[config.mk]
export PLATFORM = sky130hd
export DESIGN_NAME = ahblite_gpio_debounce
export DESIGN_NICKNAME = d
export VERILOG_FILES = /design/src/rtl/gpio_pkg.sv /design/src/rtl/gpio_debounce_ch.sv /design/src/rtl/ahblite_gpio_debounce.sv
export SDC_FILE = /design/constraint.sdc
export NUM_CORES = 1
export LEC_CHECK = 0
export BUFFER_PORTS_ARGS = -buffer_cell sky130_fd_sc_hd__buf_2
export CAP_MARGIN = 10
export CORE_MARGIN = 3
export CORE_UTILIZATION = 53
export CTS_CLUSTER_DIAMETER = 120
export DETAILED_ROUTE_END_ITERATION = 10
export MAX_ROUTING_LAYER = met4
export PLACE_DENSITY = 0.85
export SYNTH_ARGS = -nofsm -noshare
export SYNTH_HDL_FRONTEND = slang
export SYNTH_HIERARCHICAL = 1
export SYNTH_SLANG_ARGS = --single-unit
[constraint.sdc]
create_clock -name CLK -period 1.6 [get_ports CLK]
set_clock_uncertainty 0.15 [all_clocks]
set_input_delay 0.16 -clock CLK [delete_from_list [all_inputs] [get_ports CLK]]
set_output_delay 0.16 -clock CLK [all_outputs]
set_load 0.02 [all_outputs]
[src/rtl/gpio_pkg.sv]
// Shared definitions for the AHB-Lite GPIO slave.
// Word offsets (HADDR[4:2]) and HTRANS encodings.
package gpio_pkg;

  localparam logic [2:0] OFF_DATA_IN   = 3'd0;
  localparam logic [2:0] OFF_DATA_OUT  = 3'd1;
  localparam logic [2:0] OFF_EDGE_STAT = 3'd2;
  localparam logic [2:0] OFF_IRQ_MASK  = 3'd3;
  localparam logic [2:0] OFF_RISE_EN   = 3'd4;
  localparam logic [2:0] OFF_FALL_EN   = 3'd5;

  localparam logic [1:0] HTRANS_IDLE   = 2'b00;
  localparam logic [1:0] HTRANS_BUSY   = 2'b01;
  localparam logic [1:0] HTRANS_NONSEQ = 2'b10;
  localparam logic [1:0] HTRANS_SEQ    = 2'b11;

endpackage

[src/rtl/gpio_debounce_ch.sv]
// One GPIO input channel: 2-flop synchroniser,
// debounce counter, stable value and edge pulses.
module gpio_debounce_ch #(
  parameter int DEBOUNCE_CYCLES = 16,
  parameter int CNT_W           = 16
) (
  input  logic i_clk,
  input  logic i_rst,
  input  logic i_in,
  output logic o_stable,
  output logic o_rise_pulse,
  output logic o_fall_pulse
);

  localparam logic [CNT_W-1:0] LAST =
    CNT_W'(DEBOUNCE_CYCLES - 1);

  logic             r_s1;
  logic             r_s2;
  logic             r_stable;
  logic [CNT_W-1:0] r_cnt;
  logic             w_diff;
  logic             w_accept;

  assign w_diff   = r_s2 ^ r_stable;
  assign w_accept = w_diff & (r_cnt == LAST);

  // synchronise, count stable samples, accept change
  always_ff @(posedge i_clk or posedge i_rst) begin
    if (i_rst) begin
      r_s1     <= 1'b0;
      r_s2     <= 1'b0;
      r_stable <= 1'b0;
      r_cnt    <= '0;
    end else begin
      r_s1 <= i_in;
      r_s2 <= r_s1;
      if (!w_diff) begin
        r_cnt <= '0;
      end else if (w_accept) begin
        r_stable <= r_s2;
        r_cnt    <= '0;
      end else begin
        r_cnt <= r_cnt + 1'b1;
      end
    end
  end

  // pulses lead the stable update so flags set on that edge
  assign o_stable     = r_stable;
  assign o_rise_pulse = w_accept & r_s2;
  assign o_fall_pulse = w_accept & ~r_s2;

endmodule

[src/rtl/ahblite_gpio_debounce.sv]
// AHB-Lite GPIO slave with debounced inputs,
// sticky edge flags, masked IRQ and LED outputs.
module ahblite_gpio_debounce
  import gpio_pkg::*;
#(
  parameter int WIDTH           = 8,
  parameter int DEBOUNCE_CYCLES = 16,
  parameter int CNT_W           = 16
) (
  input  logic             CLK,
  input  logic             RESET,
  input  logic             HSEL,
  input  logic [31:0]      HADDR,
  input  logic [1:0]       HTRANS,
  input  logic             HWRITE,
  input  logic [2:0]       HSIZE,
  input  logic [31:0]      HWDATA,
  input  logic             HREADY,
  output logic [31:0]      HRDATA,
  output logic             HREADYOUT,
  output logic             HRESP,
  input  logic [WIDTH-1:0] GPIO_IN,
  output logic [WIDTH-1:0] GPIO_OUT,
  output logic             IRQ
);

  logic             r_valid;
  logic             r_write;
  logic [2:0]       r_off;
  logic [WIDTH-1:0] r_out;
  logic [WIDTH-1:0] r_edge;
  logic [WIDTH-1:0] r_mask;
  logic [WIDTH-1:0] r_rise_en;
  logic [WIDTH-1:0] r_fall_en;
  logic             r_irq;

  logic [WIDTH-1:0] w_stable;
  logic [WIDTH-1:0] w_rise;
  logic [WIDTH-1:0] w_fall;
  logic [WIDTH-1:0] w_wdata;
  logic [WIDTH-1:0] w_set;
  logic [WIDTH-1:0] w_clr;
  logic [WIDTH-1:0] w_rd;
  logic             w_addr_ok;
  logic             w_wr;
  logic             w_we_out;
  logic             w_we_edge;
  logic             w_we_mask;
  logic             w_we_rise;
  logic             w_we_fall;
  logic             w_unused;

  genvar gi;
  generate
    for (gi = 0; gi < WIDTH; gi++) begin : g_ch
      gpio_debounce_ch #(
        .DEBOUNCE_CYCLES (DEBOUNCE_CYCLES),
        .CNT_W           (CNT_W)
      ) u_ch (
        .i_clk        (CLK),
        .i_rst        (RESET),
        .i_in         (GPIO_IN[gi]),
        .o_stable     (w_stable[gi]),
        .o_rise_pulse (w_rise[gi]),
        .o_fall_pulse (w_fall[gi])
      );
    end
  endgenerate

  assign w_addr_ok = HSEL & HREADY & HTRANS[1];
  assign w_wr      = r_valid & r_write;
  assign w_wdata   = HWDATA[WIDTH-1:0];

  // latch the address phase for the next data phase
  always_ff @(posedge CLK or posedge RESET) begin
    if (RESET) begin
      r_valid <= 1'b0;
      r_write <= 1'b0;
      r_off   <= '0;
    end else if (HREADY) begin
      r_valid <= w_addr_ok;
      r_write <= HWRITE;
      r_off   <= HADDR[4:2];
    end
  end

  // decode data-phase write enables
  always_comb begin
    w_we_out  = 1'b0;
    w_we_edge = 1'b0;
    w_we_mask = 1'b0;
    w_we_rise = 1'b0;
    w_we_fall = 1'b0;
    if (w_wr) begin
      unique case (r_off)
        OFF_DATA_OUT:  w_we_out  = 1'b1;
        OFF_EDGE_STAT: w_we_edge = 1'b1;
        OFF_IRQ_MASK:  w_we_mask = 1'b1;
        OFF_RISE_EN:   w_we_rise = 1'b1;
        OFF_FALL_EN:   w_we_fall = 1'b1;
        default: ;
      endcase
    end
  end

  assign w_set = (w_rise & r_rise_en)
               | (w_fall & r_fall_en);
  assign w_clr = w_we_edge ? w_wdata : '0;

  // control registers, sticky flags and IRQ
  always_ff @(posedge CLK or posedge RESET) begin
    if (RESET) begin
      r_out     <= '0;
      r_edge    <= '0;
      r_mask    <= '0;
      r_rise_en <= '0;
      r_fall_en <= '0;
      r_irq     <= 1'b0;
    end else begin
      if (w_we_out)  r_out     <= w_wdata;
      if (w_we_mask) r_mask    <= w_wdata;
      if (w_we_rise) r_rise_en <= w_wdata;
      if (w_we_fall) r_fall_en <= w_wdata;
      r_edge <= (r_edge & ~w_clr) | w_set;
      r_irq  <= |(r_edge & r_mask);
    end
  end

  // data-phase read mux
  always_comb begin
    w_rd = '0;
    if (r_valid && !r_write) begin
      unique case (r_off)
        OFF_DATA_IN:   w_rd = w_stable;
        OFF_DATA_OUT:  w_rd = r_out;
        OFF_EDGE_STAT: w_rd = r_edge;
        OFF_IRQ_MASK:  w_rd = r_mask;
        OFF_RISE_EN:   w_rd = r_rise_en;
        OFF_FALL_EN:   w_rd = r_fall_en;
        default:       w_rd = '0;
      endcase
    end
  end

  assign HRDATA    = 32'(w_rd);
  assign HREADYOUT = 1'b1;
  assign HRESP     = 1'b0;
  assign GPIO_OUT  = r_out;
  assign IRQ       = r_irq;

  assign w_unused = ^{HSIZE, HADDR[31:5],
                      HADDR[1:0], HTRANS[0],
                      HWDATA};

endmodule
==> impl_metrics.json, run 1 <==
{
  "outcome": "finished, violations left",
  "violations": "negative setup slack",
  "hold_path.class": "primary input to async pin",
  "power_density_mw_per_mm2": 850,
  "endpoint": "HRDATA[5]",
  "cp_slowest_cell": "mux2i_1",
  "grt_pass1_vias": 8990,
  "synth_edf_count": 0,
  "holdWs_ns": 0.174,
  "wl_per_cell_um": 33.9,
  "ys_ff_latch": 198,
  "place_area_mm2": 0.0116,
  "cp_data_required_time_ns": 1.29,
  "cap_violations": 0,
  "synth_top_flop_cell": "dfrtp_1",
  "fin_ws_ns": -1.03,
  "drt_wl_total_um": 49000,
  "cell_internal_pwr_mw": 8.65,
  "reg2reg_from": "g_ch[5].u_ch/r_cnt[12]$_DFF_PP0_",
  "relSlewSlack": 0.429,
  "num_io_pins": 125,
  "pwr-share-comb": 0.168,
  "critPathMaxFanout": 8,
  "num_rows": 49,
  "yosys_warnings": 6,
  "setup_tns_ns": -57.77,
  "synthTopCellsByArea": "dfrtp_1 50%, xnor2_1 7.8%, mux2_2 5.6%",
  "area_delta_synth_final_pct": 51.7,
  "r2r_cells": 5,
  "yosysUniqueCellTypes": 45,
  "worst_pin_slew_ns": 0.849,
  "cts_tree": "yes",
  "syn_avg_cell_area_um2": 11.1,
  "ys_seq_area_frac": 0.504,
  "drc": 0,
  "fin_nets": 1289,
  "cp.arrival_ns": 2.32,
  "multi_input_area_mm2": 0.00621,
  "synth_top_area_share": 0.504,
  "root_buffer": "clkbuf_16",
  "slowest_delay_ns": 0.53,
  "drv_slew": 0,
  "final_area_mm2": 0.0149,
  "syn_inst": 890,
  "cts_sinks": 198,
  "cts_max_path_buffers": 2,
  "worst-setup-path-type": "flip-flop to output pin",
  "track_usage": 0.308,
  "p_leak_nw": 6.42,
  "final_common_cell": "dfrtp_1",
  "clk_pin_slew_ns": 0.08,
  "p_sw_mw": 4.04,
  "pwr-share-clk": 0.371,
  "grt_setup_unrepaired": "yes",
  "synthArstFlopShare": 1.00,
  "r2r_end": "g_ch[5].u_ch/r_cnt[14]$_DFF_PP0_",
  "grt_start_max_net_pins": 32,
  "critPathCaptureType": "output pin",
  "switching_share": 0.319,
  "die_w_um": 142,
  "ir_worst_vdd_v": 0.000894,
  "globalplace.congestion": 0.874,
  "port_buffers": 41,
  "grt_pass1_wl_um": 47500,
  "seqPwrFrac": 0.460,
  "h-tree-depth": 4,
  "period_share": 1.64,
  "die_area_mm2": 0.0202,
  "vias": 10600,
  "syn_area_mm2": 0.00984,
  "initial_utilization": 0.544,
  "cp_cell_sequence": "buf_12 -> buf_4 -> mux2i_1 -> a211oi_2 -> a21oi_2 -> nor2_2 -> buf_6",
  "critPathLaunchType": "flip-flop",
  "drtPass1Iterations": 8,
  "rrSetupSlack_ns": -0.95,
  "timing.fmax_mhz": 380,
  "register_area_mm2": 0.00497,
  "setup_violations": 182,
  "antenna_found_initial": 3,
  "dp_hpwl_um": 15800,
  "finalHoldViolCount": 0,
  "routed_via_density": 7.31,
  "fp.coreArea_mm2": 0.0181,
  "post-place-ws_ns": -0.208,
  "drtAntennaViolNets": 0,
  "crit_start": "r_off[0]$_DFFE_PP0P_",
  "grt-ovfl-total": 0,
  "period_minus_slack_ns": 2.63,
  "numCtsBuffers": 17,
  "power_mw": 12.7,
  "layout-drive-gt1-share": 0.530,
  "clkLatencyLatePin_ns": 0.46,
  "die_h_um": 142,
  "fillers": 663,
  "drtIter0Drc": 1860,
  "final_cell_mix": "182 x dfrtp_1, 179 x buf_4, 76 x xnor2_1",
  "synth_top_cell_by_area": "dfrtp_1"
}
[Yosys cell counts (2+ instances only)]
| library cell | count |
|---|---|
| xnor2_1 | 88 |
| dfrtp_1 | 198 |
| a21boi_0 | 8 |
| a22oi_1 | 7 |
| mux4_1 | 2 |
| o21ai_0 | 4 |
| nand4_1 | 41 |
| nor3_1 | 34 |
| conb_1 | 2 |
| nor2_2 | 26 |
| nor4_1 | 56 |
| buf_6 | 13 |
| inv_1 | 27 |
| a221oi_1 | 5 |
| a211o_2 | 3 |
| ha_1 | 8 |
| nor3_4 | 2 |
| nand2_2 | 8 |
| a221o_1 | 8 |
| a21oi_1 | 5 |
| nand2_1 | 34 |
| nor2_1 | 109 |
| nand3_1 | 26 |
| buf_4 | 27 |
| nand4_4 | 8 |
| nor3b_1 | 17 |
| and4_1 | 8 |
| xor2_1 | 32 |
| mux2_2 | 49 |
| and3_1 | 16 |
| mux2i_1 | 5 |
[per-stage QoR]
| stage | utilization | cells |
|---|---|---|
| after floorplan | - | 914 |
| after global placement | 0.643 | 1324 |
| after CTS | 0.719 | 1402 |
| final | 0.825 | 1446 |
| after global routing | 0.825 | 1446 |
| after detailed placement | 0.643 | 1324 |
[flip-flops by register name (all words and copies together), names as in the netlist]
name and cells:
g_ch.u_ch/r_s2 8, r_edge 8, r_fall_en 8, r_write 1
r_off 3, GPIO_OUT 8, g_ch.u_ch/r_s1 8, r_rise_en 8
g_ch.u_ch/o_stable 8, g_ch.u_ch/r_cnt 128, r_valid 1, r_mask 8
IRQ 1
[metal layers]
layer / GRT usage / share of wire / routed length [µm]
met1: 0.356 / 0.31 / 15300
met2: 0.521 / 0.43 / 20800
met3: 0.0521 / 0.14 / 6700
met4: 0.151 / 0.12 / 6090
met5: - / 0 / 0
[how the worst min path moves through the flow]
stage,startpoint,to,slack [ns]
3_5_place_dp,RESET,g_ch[0].u_ch/o_stable$_DFFE_PP0P_,0.02
3_3_place_gp,RESET,g_ch[0].u_ch/o_stable$_DFFE_PP0P_,0.004
6_report,RESET,g_ch[2].u_ch/r_s1$_DFF_PP0_,0.17
2_1_floorplan,RESET,g_ch[0].u_ch/o_stable$_DFFE_PP0P_,-0.04
5_1_grt,RESET,g_ch[2].u_ch/r_s1$_DFF_PP0_,0.17
4_1_cts,RESET,g_ch[2].u_ch/r_s1$_DFF_PP0_,0.11
[power groups by stage]
| stage | combinational, mW | sequential, mW | clock [mW] |
|---|---|---|---|
| floorplan | 0.817 | 5.69 | 0 |
| global placement | 1.30 | 5.66 | 0 |
| detailed placement | 1.35 | 5.67 | 0 |
| CTS | 1.55 | 5.60 | 4.42 |
| global route | 2.17 | 5.81 | 4.84 |
| finish | 2.14 | 5.84 | 4.71 |
[worst max-delay path, delay by kind of cell, from the launching register on]
kind	cells	cell delay, ns
AOI/OAI and AO/OA	2	0.34
muxes	1	0.53
DFF	1	0.43
buffers and inverters	3	0.49
and+or+nand+nor	1	0.06
[layout make-up]
class                           instances  area share
Clock buffer                           19      0.0303
Multi-Input combinational cell        646       0.416
Clock inverter                         13     0.00981
Sequential cell                       198       0.333
Tap cell                              229      0.0192
Timing Repair Buffer                  308       0.183
Inverter                               28     0.00738
Antenna cell                            5    0.000838
[logic make-up after synthesis]
group	after synthesis	synth area share
AOI/OAI and AO/OA	44	0.0348
xor gates and xnor gates	120	0.107
and+or+nand+nor	391	0.227
muxes	57	0.0688
buffers and inverters	70	0.0479
other	2	0.000763
adders and majority gates	8	0.0102
DFF	198	0.504
[repair_timing]
item                                    4_1_cts  5_1_grt
hold endpoints to repair                    220        0
setup buffers                                19       39
pin swaps                                    25      131
resized for setup                            90      319
hold buffers                                 26        0
endpoints found under the setup margin      177      181
gates cloned                                  1        6
No activity file was read; power rests on OpenSTA's default activity.
==> run 2, diff against run 1 <==
- CORE_ASPECT_RATIO: default -> 1.75
==> run 2 against run 1 <==
Compared with the run above:
- the flow still finishes with violations (negative setup slack)
- clock power fell by 4.5%
- sequential power fell by 1%
- sequential share of layout area fell by 1.3 points
- maximum frequency rose by 11%
- via count fell by 4.4%
- final cell count rose by 1.2%
- non-clock buffer count rose by 19
- critical endpoint is now HRDATA[2]
==> impl_metrics.json, run 2 (same netlist as run 1, synthesis figures left out) <==
{
  "num_rows": 65,
  "setup_violations": 182,
  "whs_path_depth": 2,
  "dp_hpwl_um": 16600,
  "grt_pass1_vias": 9032,
  "power_density_mw_per_mm2": 810,
  "fin_ws_ns": -0.764,
  "drtAntennaViolNets": 0,
  "worst-setup-path-type": "flip-flop to output pin",
  "fp.coreArea_mm2": 0.0181,
  "n_antenna_cell": 0,
  "power_mw": 12.6,
  "track_usage": 0.324,
  "die_h_um": 186,
  "die_w_um": 109,
  "port_buffers": 41,
  "drtPass1Iterations": 6,
  "drc": 0,
  "root_buffer": "clkbuf_16",
  "globalplace.congestion": 0.941,
  "grt-ovfl-total": 0,
  "relSlewSlack": 0.560,
  "r2r_cells": 5,
  "timing.fmax_mhz": 423,
  "fin_nets": 1308,
  "area_delta_synth_final_pct": 58.2,
  "worst_pin_slew_ns": 0.657,
  "num_io_pins": 125,
  "outcome": "finished, violations left",
  "critPathCaptureType": "output pin",
  "critPathLaunchType": "flip-flop",
  "finalHoldViolCount": 0,
  "cts_tree": "yes",
  "initial_utilization": 0.543,
  "wl_per_cell_um": 30.4,
  "final_common_cell": "buf_4",
  "fin_util": 0.858,
  "die_area_mm2": 0.0203,
  "clk_pin_slew_ns": 0.08,
  "period_minus_slack_ns": 2.36,
  "drtIter0Drc": 1148,
  "largest_register_ffs": 128,
  "grt_start_max_net_pins": 36,
  "p_leak_nw": 6.82,
  "cp_data_required_time_ns": 1.29,
  "regMostFlops": "g_ch.u_ch/r_cnt",
  "drt_wl_total_um": 44600,
  "drv_slew": 0,
  "critPathMaxFanout": 6,
  "cp.arrival_ns": 2.05,
  "h-tree-depth": 4,
  "setup_tns_ns": -43.35,
  "routed_via_density": 6.90,
  "grt_pass1_wl_um": 48900,
  "antenna_found_initial": 0,
  "hold_path.class": "primary input to flip-flop",
  "final_cell_mix": "184 x buf_4, 179 x dfrtp_1, 84 x nor2_4",
  "vias": 10100,
  "cts_sinks": 198,
  "numCtsBuffers": 17,
  "ir_worst_vdd_v": 0.000940,
  "layout-drive-gt1-share": 0.558,
  "cts_max_path_buffers": 2,
  "violations": "negative setup slack",
  "cap_violations": 0,
  "clkLatencyLatePin_ns": 0.46,
  "grt_setup_unrepaired": "yes",
  "period_share": 1.48
}
-- run 2: changes by cell type in the layout (fill, tap and decap cells not counted), sizes merged, moves of 2 or more --
cell,previous run,this run
inv,29,33
buf,276,297
clkbuf,25,21
clkinvlp,4,2
diode,5,0
-- run 2: path summary, 6_finish.rpt --
path | startpoint | endpoint | slack [ns]
hold / removal | GPIO_IN[1] | g_ch[1].u_ch/r_s1$_DFF_PP0_ | 0.20
setup reg to reg | g_ch[6].u_ch/r_cnt[13]$_DFF_PP0_ | r_edge[6]$_DFF_PP0_ | -0.56
hold reg to reg | g_ch[7].u_ch/r_s1$_DFF_PP0_ | g_ch[7].u_ch/r_s2$_DFF_PP0_ | 0.20
setup / recovery | r_off[2]$_DFFE_PP0P_ | HRDATA[2] | -0.76
min in group asynchronous | RESET | g_ch[5].u_ch/r_s1$_DFF_PP0_ | 0.21
max in group asynchronous | RESET | r_fall_en[4]$_DFFE_PP0P_ | 0.50
-- run 2: metal layers --
metal  vias to the layer above  share of wire  track usage
met5                         -              0            -
met4                         0          0.096        0.158
met3                       416           0.10       0.0594
met2                      1006           0.47        0.551
met1                      4909           0.32        0.365
li1                       3771              -            -
-- run 2: per-stage QoR --
| step | worst slack, ns | std cells | cell area, µm² | hold WS [ns] |
|---|---|---|---|---|
| finish | -0.764 | 1464 | 15600 | 0.196 |
| global route | -0.841 | 1464 | 15600 | 0.203 |
| CTS | -0.647 | 1421 | 13500 | 0.102 |
| detailed placement | -0.412 | 1335 | 11700 | 0.00588 |
| global placement | -0.311 | 1335 | 11700 | 0.00394 |
| floorplan | -0.0628 | 914 | 10000 | -0.0389 |
-- run 2: final cells by class --
class	count	area, µm²
Clock buffer	18	429
Clock inverter	13	140
Fill cell	642	2570
Inverter	28	109
Multi-Input combinational cell	646	6660
Sequential cell	198	4980
Tap cell	234	293
Timing Repair Buffer	327	2950
-- run 2: worst max-delay path, cell delays in order, from the launching register on --
cell        delay, ns
dfrtp_1          0.40
buf_6            0.18
clkinvlp_4       0.15
buf_4            0.21
buf_4            0.18
a22oi_2          0.23
nor2_2           0.10
buf_6            0.14
-- run 2: repair_timing --
item,4_1_cts,5_1_grt
hold buffers,27,0
hold endpoints to repair,246,0
resized for setup,168,355
setup endpoints to repair,179,180
pin swaps,60,165
buffers inserted,28,46
gates cloned,3,4
-- run 2: where the power goes --
group / internal (mW) / switching [mW]
sequential: 5.31 / 0.451
combinational: 1.11 / 1.24
clock: 2.20 / 2.30
total: 8.62 / 3.99
==> run 3, diff against run 2 <==
- MAX_ROUTING_LAYER: met4 -> default
==> run 3 against run 2 <==
Compared with the run above:
- largest power group unchanged
- critical endpoint is now HRDATA[5]
- the run still ends with negative setup slack left
- via count decreased by 2.4%
- maximum frequency shrank 12%
- power barely moved
==> impl_metrics.json, run 3 (same netlist as run 1, synthesis figures left out) <==
{
  "fillers": 618,
  "post-place-ws_ns": -0.412,
  "r2r_end": "r_edge[2]$_DFF_PP0_",
  "slowest_delay_ns": 0.51,
  "power_density_mw_per_mm2": 806,
  "final_cell_mix": "188 x buf_4, 179 x dfrtp_1, 87 x nor2_4",
  "fp.coreArea_mm2": 0.0181,
  "grt-ovfl-total": 0,
  "ir_worst_vdd_v": 0.000888,
  "drtPass1Iterations": 5,
  "path_delay_family": "compound AO/OA/AOI/OAI gates",
  "num_rows": 65,
  "power_mw": 12.6,
  "final_common_cell": "buf_4",
  "period_share": 1.68,
  "wl_per_cell_um": 29.8,
  "drtAntennaViolNets": 0,
  "critPathLaunchType": "flip-flop",
  "numCtsBuffers": 17,
  "rrSetupSlack_ns": -0.48,
  "cp.arrival_ns": 2.38,
  "grt_pass1_wl_um": 49000,
  "layout-drive-gt1-share": 0.564,
  "globalplace.congestion": 0.925,
  "drtIter0Drc": 956,
  "fin_nets": 1311,
  "cp_slowest_cell": "dfrtp_2",
  "p_leak_nw": 6.84,
  "dp_hpwl_um": 16600,
  "area_delta_synth_final_pct": 59.0,
  "antenna_found_initial": 1,
  "crit_buf_inv": 3,
  "cts_max_path_buffers": 2,
  "cp_cell_sequence": "buf_6 -> buf_12 -> nand3_1 -> o21ai_0 -> a21oi_1 -> nor2_2 -> buf_6",
  "critPathMaxFanout": 8,
  "port_buffers": 41,
  "drv_slew": 0,
  "cp_data_required_time_ns": 1.29,
  "critPathCaptureType": "output pin",
  "relSlewSlack": 0.609,
  "timing.fmax_mhz": 372,
  "crit_cells": 7,
  "grt_setup_unrepaired": "yes",
  "clkLatencyLatePin_ns": 0.47,
  "vias": 9861,
  "violations": "negative setup slack",
  "outcome": "finished, violations left",
  "r2r_cells": 5,
  "h-tree-depth": 4,
  "path_common_cell": "buf_6",
  "reg2reg_from": "g_ch[2].u_ch/r_cnt[11]$_DFF_PP0_",
  "clk_pin_slew_ns": 0.08,
  "setup_tns_ns": -43.00,
  "largest_register_ffs": 128,
  "cts_sinks": 198,
  "track_usage": 0.315,
  "finalHoldViolCount": 0,
  "fin_ws_ns": -1.09,
  "setup_violations": 180,
  "period_minus_slack_ns": 2.69,
  "cts_tree": "yes",
  "die_h_um": 186,
  "regMostFlops": "g_ch.u_ch/r_cnt",
  "cap_violations": 0,
  "hold_path.class": "primary input to async pin",
  "die_w_um": 109,
  "worst-setup-path-type": "flip-flop to output pin",
  "grt_start_max_net_pins": 36,
  "drt_wl_total_um": 43800,
  "initial_utilization": 0.543,
  "fin_util": 0.862,
  "drc": 0,
  "grt_pass1_vias": 9074,
  "root_buffer": "clkbuf_16",
  "num_io_pins": 125,
  "routed_via_density": 6.72,
  "worst_pin_slew_ns": 0.585,
  "die_area_mm2": 0.0203
}
run 3: cell count changes in the layout (fill, tap and decap cells not counted), sizes merged:
cell	before	now
buf	297	300
diode	0	1
run 3: worst max-delay path by stage:
stage,slack (ns),startpoint,to
floorplan,-0.06,r_off[1]$_DFFE_PP0P_,HRDATA[1]
global placement,-0.31,r_off[0]$_DFFE_PP0P_,GPIO_OUT[1]$_DFFE_PP0P_
detailed placement,-0.41,r_off[0]$_DFFE_PP0P_,GPIO_OUT[6]$_DFFE_PP0P_
CTS,-0.65,r_off[0]$_DFFE_PP0P_,HRDATA[4]
global route,-1.07,r_off[0]$_DFFE_PP0P_,HRDATA[5]
finish,-1.09,r_off[0]$_DFFE_PP0P_,HRDATA[5]
run 3: worst register-to-register path: stages (launching register included):
cell	delay (ns)
dfrtp_1	0.42
nor4_2	0.48
nand4_1	0.22
buf_6	0.20
nor3b_1	0.29
a221o_1	0.25
run 3: per-stage QoR:
stage               cells  hold slack, ns  instance area, µm²
global placement     1335         0.00394               11700
detailed placement   1335         0.00588               11700
floorplan             914         -0.0389               10000
finish               1468           0.194               15600
global route         1468           0.175               15600
CTS                  1421           0.102               13500
run 3: cell type report:
type / count / area [µm²] / area share
multi-input cells: 646 / 6710 / 0.429
flip-flops and latches: 198 / 4980 / 0.318
repair buffers: 330 / 2980 / 0.190
clock buffers: 18 / 429 / 0.0274
well taps: 234 / 293 / 0.0187
clock inverters: 13 / 140 / 0.00896
inverters: 28 / 109 / 0.00696
diodes: 1 / 2.50 / 0.000160
run 3: power breakdown:
part,switching (mW),internal (mW)
sequential,0.434,5.31
combinational,1.23,1.11
clock,2.31,2.20
total,3.98,8.63
run 3: timing repair:
action / in CTS / in global routing
endpoints found under the setup margin: 179 / 180
gates cloned: 3 / 4
pin swaps: 60 / 167
setup buffers: 28 / 49
endpoints found under the hold margin: 246 / 0
resized for setup: 168 / 364
hold buffers: 27 / 0
run 3: routing by layer:
layer	global-route usage	routed length [µm]	vias up
li1	-	-	3763
met1	0.364	14400	4851
met2	0.549	21000	915
met3	0.0594	4260	332
met4	0.165	4160	0
met5	0	0	-
